## src/rtl/clock_ctrl_pkg.sv

```systemverilog
// Shared mode encodings and field-steering helpers for the clock set controller.
// Fields are ordered {hour,min,sec} in every 3-bit vector and HEX5..HEX0 in blank.
package clock_ctrl_pkg;

    typedef enum logic [1:0] {
        MODE_NORMAL   = 2'd0,
        MODE_SET_SEC  = 2'd1,
        MODE_SET_MIN  = 2'd2,
        MODE_SET_HOUR = 2'd3
    } mode_t;

    localparam int FLD_SEC  = 0;
    localparam int FLD_MIN  = 1;
    localparam int FLD_HOUR = 2;

    function automatic mode_t next_mode(input mode_t m);
        mode_t n;
        case (m)
            MODE_NORMAL:   n = MODE_SET_SEC;
            MODE_SET_SEC:  n = MODE_SET_MIN;
            MODE_SET_MIN:  n = MODE_SET_HOUR;
            default:       n = MODE_NORMAL;
        endcase
        return n;
    endfunction

    function automatic logic [2:0] mode_to_onehot(input mode_t m);
        logic [2:0] oh;
        oh = 3'b000;
        case (m)
            MODE_SET_SEC:  oh[FLD_SEC]  = 1'b1;
            MODE_SET_MIN:  oh[FLD_MIN]  = 1'b1;
            MODE_SET_HOUR: oh[FLD_HOUR] = 1'b1;
            default:       oh = 3'b000;
        endcase
        return oh;
    endfunction

    // Each field owns two adjacent digits; only the field being set blinks.
    function automatic logic [5:0] mode_to_blank(input mode_t m, input logic phase);
        logic [5:0] b;
        b = 6'b000000;
        case (m)
            MODE_SET_SEC:  b[1:0] = {2{phase}};
            MODE_SET_MIN:  b[3:2] = {2{phase}};
            MODE_SET_HOUR: b[5:4] = {2{phase}};
            default:       b = 6'b000000;
        endcase
        return b;
    endfunction

endpackage

```

## src/rtl/key_repeat.sv

```systemverilog
// Turns one active-low key level into a press pulse plus hold-to-repeat pulses,
// with suppression while the other key is held and lockout across mode changes.
module key_repeat
    import clock_ctrl_pkg::*;
#(
    parameter int REPEAT_DELAY  = 25000000,
    parameter int REPEAT_PERIOD = 5000000,
    parameter int CNT_W         = 29
) (
    input  logic clock,
    input  logic reset,
    input  logic key_n,
    input  logic enable,
    input  logic inhibit,
    input  logic lock_req,
    output logic pulse
);

    localparam logic [CNT_W-1:0] DELAY_LAST  = CNT_W'(REPEAT_DELAY - 1);
    localparam logic [CNT_W-1:0] PERIOD_LAST = CNT_W'(REPEAT_PERIOD - 1);

    logic             key_prev;
    logic             locked;
    logic             repeating;
    logic [CNT_W-1:0] hold_cnt;
    logic [CNT_W-1:0] hold_limit;

    assign hold_limit = repeating ? PERIOD_LAST : DELAY_LAST;

    // A held key that is locked, disabled or inhibited keeps its timer at zero,
    // so it restarts from a full delay once it becomes eligible again.
    always_ff @(posedge clock or posedge reset) begin
        if (reset) begin
            key_prev  <= 1'b1;
            locked    <= 1'b0;
            repeating <= 1'b0;
            hold_cnt  <= '0;
            pulse     <= 1'b0;
        end else begin
            key_prev <= key_n;
            pulse    <= 1'b0;
            if (key_n) begin
                locked    <= 1'b0;
                repeating <= 1'b0;
                hold_cnt  <= '0;
            end else if (lock_req || locked) begin
                locked    <= 1'b1;
                repeating <= 1'b0;
                hold_cnt  <= '0;
            end else if (!enable || inhibit) begin
                repeating <= 1'b0;
                hold_cnt  <= '0;
            end else if (key_prev) begin
                pulse     <= 1'b1;
                repeating <= 1'b0;
                hold_cnt  <= '0;
            end else if (hold_cnt == hold_limit) begin
                pulse     <= 1'b1;
                repeating <= 1'b1;
                hold_cnt  <= '0;
            end else if (hold_cnt != '1) begin
                hold_cnt <= hold_cnt + 1'b1;
            end
        end
    end

endmodule

```

## src/rtl/clock_set_ctrl.sv

```systemverilog
// Mode and setting sequencer for the digital clock: mode FSM, idle timeout,
// blink timing and steering of up/down key pulses onto the selected field.
module clock_set_ctrl
    import clock_ctrl_pkg::*;
#(
    parameter int REPEAT_DELAY  = 25000000,
    parameter int REPEAT_PERIOD = 5000000,
    parameter int BLINK_HALF    = 12500000,
    parameter int TIMEOUT       = 500000000,
    parameter int CNT_W         = 29
) (
    input  logic       CLOCK_50,
    input  logic       reset,
    input  logic       trans,
    input  logic       key_up_n,
    input  logic       key_dn_n,
    output logic [1:0] mode,
    output logic [2:0] inc,
    output logic [2:0] dec,
    output logic [2:0] freeze,
    output logic [5:0] blank
);

    localparam logic [CNT_W-1:0] IDLE_LAST  = CNT_W'(TIMEOUT - 1);
    localparam logic [CNT_W-1:0] BLINK_LAST = CNT_W'(BLINK_HALF - 1);

    mode_t            mode_q;
    logic             trans_prev;
    logic             trans_rise;
    logic [CNT_W-1:0] idle_cnt;
    logic [CNT_W-1:0] blink_cnt;
    logic             blink_phase;
    logic             up_pulse;
    logic             dn_pulse;
    logic             set_active;
    logic             key_active;
    logic             timeout_hit;
    logic             mode_change;
    logic [2:0]       field_oh;

    assign set_active  = (mode_q != MODE_NORMAL);
    assign key_active  = ~key_up_n | ~key_dn_n;
    assign timeout_hit = set_active && !trans_rise && !key_active && (idle_cnt == IDLE_LAST);
    assign mode_change = trans_rise | timeout_hit;

    // The registered rise adds one cycle, so mode lands two edges after trans goes high.
    always_ff @(posedge CLOCK_50 or posedge reset) begin
        if (reset) begin
            trans_prev <= 1'b0;
            trans_rise <= 1'b0;
        end else begin
            trans_prev <= trans;
            trans_rise <= trans & ~trans_prev;
        end
    end

    always_ff @(posedge CLOCK_50 or posedge reset) begin
        if (reset) begin
            mode_q <= MODE_NORMAL;
        end else if (trans_rise) begin
            mode_q <= next_mode(mode_q);
        end else if (timeout_hit) begin
            mode_q <= MODE_NORMAL;
        end
    end

    always_ff @(posedge CLOCK_50 or posedge reset) begin
        if (reset) begin
            idle_cnt <= '0;
        end else if (!set_active || trans_rise || key_active || timeout_hit) begin
            idle_cnt <= '0;
        end else if (idle_cnt != '1) begin
            idle_cnt <= idle_cnt + 1'b1;
        end
    end

    // Restarting the blink on every change keeps the edited digits visible right after a step.
    always_ff @(posedge CLOCK_50 or posedge reset) begin
        if (reset) begin
            blink_cnt   <= '0;
            blink_phase <= 1'b0;
        end else if (mode_change || up_pulse || dn_pulse) begin
            blink_cnt   <= '0;
            blink_phase <= 1'b0;
        end else if (blink_cnt == BLINK_LAST) begin
            blink_cnt   <= '0;
            blink_phase <= ~blink_phase;
        end else if (blink_cnt != '1) begin
            blink_cnt <= blink_cnt + 1'b1;
        end
    end

    key_repeat #(
        .REPEAT_DELAY  (REPEAT_DELAY),
        .REPEAT_PERIOD (REPEAT_PERIOD),
        .CNT_W         (CNT_W)
    ) u_key_up (
        .clock    (CLOCK_50),
        .reset    (reset),
        .key_n    (key_up_n),
        .enable   (set_active),
        .inhibit  (~key_dn_n),
        .lock_req (mode_change),
        .pulse    (up_pulse)
    );

    key_repeat #(
        .REPEAT_DELAY  (REPEAT_DELAY),
        .REPEAT_PERIOD (REPEAT_PERIOD),
        .CNT_W         (CNT_W)
    ) u_key_dn (
        .clock    (CLOCK_50),
        .reset    (reset),
        .key_n    (key_dn_n),
        .enable   (set_active),
        .inhibit  (~key_up_n),
        .lock_req (mode_change),
        .pulse    (dn_pulse)
    );

    assign field_oh = mode_to_onehot(mode_q);
    assign mode     = mode_q;
    assign freeze   = field_oh;
    assign inc      = up_pulse ? field_oh : 3'b000;
    assign dec      = dn_pulse ? field_oh : 3'b000;
    assign blank    = mode_to_blank(mode_q, blink_phase);

endmodule

```

## config.mk

```make
export PLATFORM = sky130hd
export DESIGN_NAME = clock_set_ctrl
export DESIGN_NICKNAME = d
export VERILOG_FILES = /design/src/rtl/clock_ctrl_pkg.sv /design/src/rtl/key_repeat.sv /design/src/rtl/clock_set_ctrl.sv
export SDC_FILE = /design/constraint.sdc
export NUM_CORES = 1
export LEC_CHECK = 0
export ABC_AREA = 1
export ABC_CLOCK_PERIOD_IN_PS = 7300
export BUFFER_PORTS_ARGS = -buffer_cell sky130_fd_sc_hd__buf_2
export CAP_MARGIN = 20
export CORE_MARGIN = 2
export CORE_UTILIZATION = 65
export DETAILED_ROUTE_END_ITERATION = 6
export PLACE_DENSITY = 0.9
export SETUP_SLACK_MARGIN = 0.05
export SYNTH_ARGS = -nofsm -noshare
export SYNTH_HDL_FRONTEND = slang
export SYNTH_SLANG_ARGS = --single-unit
```

## constraint.sdc

```tcl
create_clock -name CLOCK_50 -period 7.3 [get_ports CLOCK_50]
set_input_delay 1.46 -clock CLOCK_50 [delete_from_list [all_inputs] [get_ports CLOCK_50]]
set_output_delay 1.46 -clock CLOCK_50 [all_outputs]
set_load 0.005 [all_outputs]
```

Word level (Yosys, flattened, before mapping)
Cells that the tools add are included.
{"block": "totals", "register_bits": 129, "latchBits": 0, "ramBits": 0, "romBits": 0, "input_bits": 5, "out_inout_bits": 17, "word_cells": 121, "mem_count": 0}
{"block": "classes", "add_sub_neg": 4, "n_mul": 0, "div": 0, "order_cmp": 0, "n_eq_ne": 11, "shifts": 0, "muxes": 56, "n_bitwise": 7, "reduce_logical": 27}
{"operator": "$mux W29", "count": 17}
{"operator": "$add A29 B1 Y29 const B", "count": 4}
{"operator": "$ne A29 B29 Y1 const B", "count": 4}
{"operator": "$eq A29 B29 Y1", "count": 2}
{"operator": "$mux W25", "count": 2}
{"operator": "$eq A29 B24 Y1 const B", "count": 1}
{"operator": "$eq A29 B29 Y1 const B", "count": 1}
{"operator": "$mux W1", "count": 29}
{"operator": "$reduce_bool A2 Y1", "count": 6}
{"operator": "$reduce_bool A6 Y1", "count": 2}
{"operator": "$mux W2", "count": 5}
{"operator": "$reduce_bool A5 Y1", "count": 2}
{"operator": "$logic_or A1 B1 Y1", "count": 9}
{"operator": "$mux W3", "count": 2}
{"operator": "$pmux W2 S3", "count": 1}
{"operator": "$eq A2 B2 Y1 const B", "count": 2}
{"operator": "$not A1 Y1", "count": 4}
{"operator": "$logic_and A1 B1 Y1", "count": 3}
{"operator": "$logic_not A1 Y1", "count": 3}
{"operator": "$reduce_bool A3 Y1", "count": 1}
{"operator": "$eq A2 B1 Y1 const B", "count": 1}
{"operator": "$logic_not A2 Y1", "count": 1}
{"operator": "$or A1 B1 Y1", "count": 2}
{"operator": "$and A1 B1 Y1", "count": 1}

Longest topological paths before layout
Gate-level depths: netlist of run 1.
{"block": "depth", "word_depth": 9, "mapped_depth": 13, "ltp_nobuf": 13}

Cells and area by module
Synthesis of run 1 repeated with hierarchy kept, for this count alone.
{"block": "hier_totals", "cells_unflattened": 1269, "area_unflattened_um2": 8887.3}
{"module": "key_repeat", "instances": 2, "cells_each": 336, "area_each_um2": 2371.0}
{"module": "clock_set_ctrl", "instances": 1, "cells_each": 597, "area_each_um2": 4145.2}

Least setup slack after synthesis of run 1
OpenSTA, ideal clock, no wires.
{"block": "synth_timing", "path_kind": "input to register", "from": "input key_dn_n", "to": "register u_key_up.hold_cnt[24]", "setup_time_ns": 0.072, "arrival_ns": 2.472, "setup_slack_ns": 4.756, "stages": 10, "path_buffers": 0, "path_cell_list": "inv_2 > nor2_1 > inv_1 > nor2_2 > nand2_1 > nor2_1 > nand4_1 > nor2_1 > nor2_1 > nor2_1"}
{"block": "synth_via", "elab_chain_len": 9, "word_cells_on_any_way": 12, "cone_classes": "3 x mux; 3 x bitwise; 6 x reduce/logical"}
{"item": "from (decl)", "line_no": "clock_set_ctrl.sv:16", "rtl": "input logic key_dn_n,"}
{"item": "$not A1 Y1 (*)", "line_no": "clock_set_ctrl.sv:42, clock_set_ctrl.sv:102"}
{"item": "$or A1 B1 Y1", "line_no": "clock_set_ctrl.sv:42", "rtl": "assign key_active = ~key_up_n | ~key_dn_n;"}
{"item": "$logic_not A1 Y1", "line_no": "clock_set_ctrl.sv:43", "rtl": "assign timeout_hit = set_active && !trans_rise && !key_active && (idle_cnt == IDLE_LAST);"}
{"item": "$logic_and A1 B1 Y1 (2 in series)", "line_no": "clock_set_ctrl.sv:43"}
{"item": "$or A1 B1 Y1", "line_no": "clock_set_ctrl.sv:44", "rtl": "assign mode_change = trans_rise | timeout_hit;"}
{"item": "$logic_or A1 B1 Y1", "line_no": "key_repeat.sv:46", "rtl": "end else if (lock_req || locked) begin"}
{"item": "$mux W29", "line_no": "key_repeat.sv:46"}
{"item": "$mux W29", "line_no": "key_repeat.sv:42", "rtl": "if (key_n) begin"}
{"item": "to (signal assigned)", "line_no": "key_repeat.sv:62", "rtl": "hold_cnt <= hold_cnt + 1'b1;"}
{"item": "to (decl)", "line_no": "key_repeat.sv:25", "rtl": "logic [CNT_W-1:0] hold_cnt;"}
Mark *: on every way between the ends. The rest lies on a longest branch, timed or not.
A chain may end at the register's enable or synchronous reset.

Final worst setup path of run 1
{"block": "layout_timing", "from": "input key_up_n", "to": "register blink_cnt[8]"}
{"block": "layout_via", "elab_chain_len": 9, "word_cells_on_any_way": 10, "cone_classes": "1 x mux; 3 x bitwise; 6 x reduce/logical"}
{"item": "from (decl)", "line_no": "clock_set_ctrl.sv:15", "rtl": "input logic key_up_n,"}
{"item": "$not A1 Y1 (*)", "line_no": "clock_set_ctrl.sv:42"}
{"item": "$or A1 B1 Y1 (*)", "line_no": "clock_set_ctrl.sv:42"}
{"item": "$logic_not A1 Y1 (*)", "line_no": "clock_set_ctrl.sv:43"}
{"item": "$logic_and A1 B1 Y1 (*) (2 in series)", "line_no": "clock_set_ctrl.sv:43"}
{"item": "$or A1 B1 Y1 (*)", "line_no": "clock_set_ctrl.sv:44"}
{"item": "$logic_or A1 B1 Y1 (*) (2 in series)", "line_no": "clock_set_ctrl.sv:82", "rtl": "end else if (mode_change || up_pulse || dn_pulse) begin"}
{"item": "$reduce_bool A3 Y1 (no line) / $mux W29 (equally long branches)"}
{"item": "to (signal assigned)", "line_no": "clock_set_ctrl.sv:89", "rtl": "blink_cnt <= blink_cnt + 1'b1;"}
{"item": "to (decl)", "line_no": "clock_set_ctrl.sv:31", "rtl": "logic [CNT_W-1:0] blink_cnt;"}
Marks and branches as above.

==> metrics.cfg, run 1 <==
[clock_tree]
path_clk_slew_ps = 60
postCtsResizedCells = 0
post_cts_buffers = 0
tritoncts = yes
cts_made_buffers = 17
cts_buffer_depth = 2
clk_latency_ps = 430
cts_hold_buf = 0
cts_sinks = 129
h-tree-depth = 4
root_buffer = clkbuf_16

[worst_setup_path]
cp.required_ps = 7640
crit_type = input port to flop
reg2reg_slack_ps = 4550
timing.rr.start = mode[0]$_DFFE_PP0P_
end_kind = flop
r2r-end = blink_cnt[8]$_DFFE_PP0P_
crit_arrival_ps = 3450
worst_setup_path_start_kind = input port
endpoint = blink_cnt[8]$_DFFE_PP0P_
critPathLaunch = key_up_n
ff2ff_path_depth = 10
critPathMaxFanout = 21

[global_routing]
grt_first_pass_wirelength_mm = 35.9
grt_pass1_vias = 7490
grt_max_degree = 91
top_usage_layer = met2
antenna_found_initial = 0
grt_use_total = 0.317
use_met1 = 0.415
grt_util_met2 = 0.506
grtUsageMet3 = 0.0712
grt-ovfl-total = 0

[final_layout]
drive_gt1_frac = 0.110
layout.cells.non_filler = 1368
utilization = 0.732
fin_area_um2 = 9240
areaGrowthSynthToFinish_pct = 9.62
diodes = 0
nFillCells = 1010
nets = 1197

[sta]
finalSetupTns_ps = 0
setup_viol = 0
fin_crit_sh = 0.427
max_freq_mhz = 321
rsz0062_at_grt = no
tightest_slew_ps = 866
setup_slack_ps = 4190
maxSlewViolCount = 0
hold_viol_final = 0
finClkSkew_ps = 6.91
fin_crit_ps = 3110
max_slew_margin = 0.421

[min_path]
hold_path.class = flop to flop

[placed_design]
post-place-cells = 1335
dp_hpwl_mm = 15.1
gp_congestion = 0.991
place_area_um2 = 8620
port_buffers = 21
preCtsSetupSlack_ps = 3800

[die]
initial_core_util = 0.668
die_h_um = 118
die-area_um2 = 13900
die_w_um = 118
pin_count = 22
core_area_um2 = 12600
row_count = 41

[logic_synthesis]
ys.flop_type = dfrtp_1
synth_nets = 1173
synth_cell_types = 47
syn_inst = 1160
synth.most_common_cell = nand2_1
synth-seq-cells = 129
synth-async-reset-ratio = 1.00
synth_edf_count = 0
synth.largest_area_cell = dfrtp_1
synth_common_cells = 257 x nand2_1, 174 x nor2_1, 157 x inv_1
ys_seq_area_frac = 0.383
synth_top_cells_by_area = dfrtp_1 38%, nand2_1 11%, nor2_1 7.7%
yosys_warnings = 0
synth_top_area_frac = 0.377
synth_area_per_cell_um2 = 7.27
netlist_area_um2 = 8430

[drt]
wirelength_mm = 21.3
drc = 0
postRouteAntennaNets = 0
drt-vias-per-instance = 5.85
wl_per_cell_um = 15.5
drt-initial-drc-count = 933
num_vias = 7999
firstDrtPassIters = 6

[outcome]
status = completed

[pwr]
p_per_area_nw_per_um2 = 191
vdd_drop_max_v = 0.000221
leakage_uw = 0.00433

[flow_run]
maxCapViolations = 0

[per-layer routing]
layer | wire (µm) | vias up
met5 | 0 | -
met4 | 664 | 0
met3 | 1540 | 73
met2 | 10100 | 366
met1 | 8950 | 3776
li1 | - | 3784
[final cells by class]
cell class | count | area [µm²] | share of cell area
Clock buffer | 21 | 470 | 0.0509
Tap cell | 172 | 215 | 0.0233
Inverter | 165 | 622 | 0.0673
Timing Repair Buffer | 24 | 155 | 0.0168
Multi-Input combinational cell | 847 | 4440 | 0.480
Clock inverter | 10 | 110 | 0.0119
Sequential cell | 129 | 3230 | 0.350
[critical path, stage by stage]
cell and delay, ps:
buf_2 140, nand2_1 120, nor3_2 70, nand3_4 150, nand2_4 80, nor3_4 670
nand2_1 490, nor2_1 250
[through the flow]
step                      hold slack (ps)  power (µW)
final                                 420        1760
after CTS                             433        1760
after global placement                382         921
after global routing                  452        1820
after floorplan                       376         877
after detailed placement              432         930
[how the worst min path moves through the flow]
stage / from / cells after the start / endpoint / slack (ps)
after floorplan: trans_prev$_DFF_PP0_ / 1 / trans_rise$_DFF_PP0_ / 380
after global placement: trans_prev$_DFF_PP0_ / 1 / trans_rise$_DFF_PP0_ / 380
after detailed placement: trans_prev$_DFF_PP0_ / 1 / trans_rise$_DFF_PP0_ / 430
after CTS: trans_prev$_DFF_PP0_ / 1 / trans_rise$_DFF_PP0_ / 430
after global routing: trans_prev$_DFF_PP0_ / 1 / trans_rise$_DFF_PP0_ / 450
final: trans_prev$_DFF_PP0_ / 1 / trans_rise$_DFF_PP0_ / 420
[registers in the layout, indices dropped and copies added, names as in the netlist]
register / flops
blink_phase: 1
u_key_dn.locked: 1
trans_rise: 1
blink_cnt: 29
trans_prev: 1
u_key_dn.hold_cnt: 29
u_key_up.hold_cnt: 29
u_key_up.repeating: 1
u_key_up.locked: 1
u_key_dn.repeating: 1
u_key_dn.pulse: 1
u_key_up.key_prev: 1
idle_cnt: 29
u_key_up.pulse: 1
u_key_dn.key_prev: 1
mode: 2
[placed cells by master (no fill, tap or decap), types with 9 or more instances in the layout]
master     netlist  layout
nand3_1         96      96
nand4_1         43      43
o21ai_2         19      19
nor3_1          55      55
xor2_1          49      49
a21oi_1         12      12
nor4_1           9       9
o21ai_0         40      40
nand2_1        257     257
nor2_1         174     174
buf_2            5      21
dfrtp_1        127     127
inv_1          157     156
xnor2_1         14      14
clkbuf_16        0      17
[report_power, final]
| part | internal (µW) | switching [µW] |
|---|---|---|
| Sequential | 734 | 22.8 |
| Combinational | 50.4 | 116 |
| Clock | 524 | 317 |
[kinds of logic after synthesis]
| logic type | count (synthesis) | synth area share |
|---|---|---|
| buffers and inverters | 184 | 0.0904 |
| flip-flops | 129 | 0.383 |
| XOR/XNOR | 63 | 0.0655 |
| AO/OA/AOI/OAI | 88 | 0.0646 |
| AND/OR/NAND/NOR | 688 | 0.384 |
| adder cells (fa/ha/maj) | 8 | 0.0119 |
Power figures use the tool's default switching activity.
==> run 2, diff against run 1 <==
--- a/config.mk
+++ b/config.mk
@@ -6,13 +6,13 @@
 export NUM_CORES = 1
 export LEC_CHECK = 0
 export ABC_AREA = 1
-export ABC_CLOCK_PERIOD_IN_PS = 7300
+export ABC_CLOCK_PERIOD_IN_PS = 2490
 export BUFFER_PORTS_ARGS = -buffer_cell sky130_fd_sc_hd__buf_2
 export CAP_MARGIN = 20
 export CORE_MARGIN = 2
-export CORE_UTILIZATION = 65
+export CORE_UTILIZATION = 57
 export DETAILED_ROUTE_END_ITERATION = 6
-export PLACE_DENSITY = 0.9
+export PLACE_DENSITY = 0.84
 export SETUP_SLACK_MARGIN = 0.05
 export SYNTH_ARGS = -nofsm -noshare
 export SYNTH_HDL_FRONTEND = slang
==> constraint.sdc (replaced) <==
create_clock -name CLOCK_50 -period 2.49 [get_ports CLOCK_50]
set_input_delay 0.498 -clock CLOCK_50 [delete_from_list [all_inputs] [get_ports CLOCK_50]]
set_output_delay 0.498 -clock CLOCK_50 [all_outputs]
set_load 0.005 [all_outputs]
==> metrics.cfg, run 2 (synthesis gave the netlist of run 1 again) <==
[worst_setup_path]
end_kind = flop  ; unchanged
cp.required_ps = 2850  ; was 7640 ps
worst_setup_path_start_kind = flop  ; was input port
crit_type = flop to flop  ; was input port to flop
crit_arrival_ps = 2680  ; was 3450 ps
critPathMaxFanout = 5  ; was 21

[die]
row_count = 44  ; was 41
core_area_um2 = 14500  ; was 12600 µm²
die_h_um = 126  ; was 118 µm
die-area_um2 = 15800  ; was 13900 µm²
initial_core_util = 0.582  ; was 0.668
die_w_um = 126  ; was 118 µm
pin_count = 22  ; unchanged

[clock_tree]
root_buffer = clkbuf_16  ; unchanged
cts_buffer_depth = 2  ; unchanged
h-tree-depth = 4  ; unchanged
cts_sinks = 129  ; unchanged
cts_made_buffers = 17  ; unchanged
cts_hold_buf = 0  ; unchanged
path_clk_slew_ps = 70  ; was 60 ps
tritoncts = yes  ; unchanged
clk_latency_ps = 440  ; was 430 ps

[drt]
drc = 1  ; was 0
wl_per_cell_um = 15.1  ; was 15.5 µm
drt-initial-drc-count = 993  ; was 933
drt-vias-per-instance = 5.70  ; was 5.85
postRouteAntennaNets = 0  ; unchanged
num_vias = 7909  ; was 7999
firstDrtPassIters = 7  ; was 6
wirelength_mm = 21.0  ; was 21.3 mm

[global_routing]
grt_first_pass_wirelength_mm = 35.9  ; about the same
grt_pass1_vias = 7527  ; was 7490
grt-ovfl-total = 0  ; unchanged
grt_use_total = 0.279  ; was 0.317
antenna_found_initial = 0  ; unchanged
grt_max_degree = 73  ; was 91

[final_layout]
layout.cells.non_filler = 1388  ; was 1368
final_cell_mix = 257 x nand2_1, 173 x nor2_1, 156 x inv_1, 127 x dfrtp_1, 96 x nand3_1  ; was 257 x nand2_1, 174 x nor2_1, 156 x inv_1, 127 x dfrtp_1, 96 x nand3_1
diodes = 0  ; unchanged
layout_commonest_cell = nand2_1  ; unchanged
nets = 1204  ; was 1197
nFillCells = 1231  ; was 1010
areaGrowthSynthToFinish_pct = 10.5  ; was 9.62%
drive_gt1_frac = 0.117  ; was 0.110

[sta]
rsz0062_at_grt = yes  ; was no
setup_viol = 0  ; unchanged
max_freq_mhz = 431
finalSetupTns_ps = 0  ; unchanged
max_slew_margin = 0.628  ; was 0.421
fin_crit_ps = 2320
fin_crit_sh = 0.932
hold_viol_final = 0  ; unchanged
maxSlewViolCount = 0  ; unchanged
finClkSkew_ps = 11.5  ; was 6.91 ps
tightest_slew_ps = 552  ; was 866 ps

[pwr]
p_per_area_nw_per_um2 = 562  ; was 191 nW/µm²
vdd_drop_max_v = 0.000554  ; was 0.000221 V
switchingPower_uw = 1400  ; was 456 µW
sw_frac_of_total = 0.268  ; was 0.259
p_int_uw = 3830  ; was 1310 µW
p_comb_frac = 0.097  ; was 0.094
p_seq_frac = 0.422  ; was 0.429
clkPwrFrac = 0.481  ; was 0.477
leakage_uw = 0.00436  ; was 0.00433 µW

[min_path]
hold_path.class = input port to asynchronous set/reset pin  ; was flop to flop

[flow_run]
maxCapViolations = 0  ; unchanged

[placed_design]
port_buffers = 21  ; unchanged
gp_congestion = 0.972  ; was 0.991
dp_hpwl_mm = 15.2  ; was 15.1 mm
post-place-cells = 1356  ; was 1335

[outcome]
status = finished, violations left  ; was completed
violations = design-rule violations

[run 2: cell types whose count changed in the layout (fill, tap and decap cells not counted), sizes merged]
cell / previous run / this run
buf: 24 / 31
clkinvlp: 4 / 8
clkbuf: 21 / 20
clkinv: 4 / 3
inv: 165 / 164
[run 2: stage by stage]
step / setup WS (ps) / instance area, µm² / utilization / total power [µW] / hold WS [ps]
2_1_floorplan: 398 / 8430 / - / 2570 / 376
3_3_place_gp: 372 / 8710 / 0.602 / 2730 / 386
3_5_place_dp: 332 / 8710 / 0.602 / 2750 / 396
4_1_cts: 218 / 9310 / 0.643 / 5240 / 177
5_1_grt: -6.98 / 9310 / 0.643 / 5420 / 180
6_report: 168 / 9310 / 0.643 / 5230 / 173
[run 2: final cells by class]
| cell class | count | area [µm²] | area share |
|---|---|---|---|
| clock inverters | 12 | 135 | 0.0145 |
| inverters | 165 | 623 | 0.0669 |
| flip-flops and latches | 129 | 3230 | 0.347 |
| multi-input cells | 847 | 4450 | 0.477 |
| clock buffers | 20 | 457 | 0.0490 |
| repair buffers | 31 | 193 | 0.0207 |
| well taps | 184 | 230 | 0.0247 |
[run 2: worst max-delay path, cell delays in order (launching register included)]
cell,delay [ps]
dfrtp_1,400
inv_1,110
ha_1,240
nor2_1,210
inv_1,140
nor2_2,170
nand2_1,140
nor2_1,200
nand4_1,160
nor2_2,270
nor2_1,80
nor2_1,110
[run 2: final timing paths]
check                                      from                                to  slack [ps]  depth (start not counted)
max                         mode[0]$_DFFE_PP0P_  u_key_up.hold_cnt[6]$_DFFE_PP0P_         170                         11
min                                       reset          blink_cnt[3]$_DFFE_PP0P_         170                          3
max reg2reg                 mode[0]$_DFFE_PP0P_  u_key_up.hold_cnt[6]$_DFFE_PP0P_         170                         11
min reg2reg                trans_prev$_DFF_PP0_              trans_rise$_DFF_PP0_         400                          1
max in group asynchronous                 reset         blink_cnt[26]$_DFFE_PP0P_        1950                          3
min in group CLOCK_50                     trans              trans_prev$_DFF_PP0_         180                          1
[run 2: metal layers]
layer,vias to the layer above,wire length (µm),GRT usage
met2,333,9870,0.446
met4,0,428,0.0967
met1,3727,9350,0.381
met5,-,0,0
li1,3805,-,-
met3,44,1380,0.0569
[run 2: power groups by stage]
stage	registers [µW]	clock network [µW]	logic, µW
after floorplan	2230	0	338
final	2210	2520	505
after global routing	2220	2630	566
after CTS	2210	2530	508
after detailed placement	2250	0	505
after global placement	2240	0	491
[run 2: repair_timing]
| action | 4_1_cts | 5_1_grt |
|---|---|---|
| endpoints found under the setup margin | 0 | 13 |
| gates resized for setup | 0 | 2 |
| setup buffers | 0 | 0 |
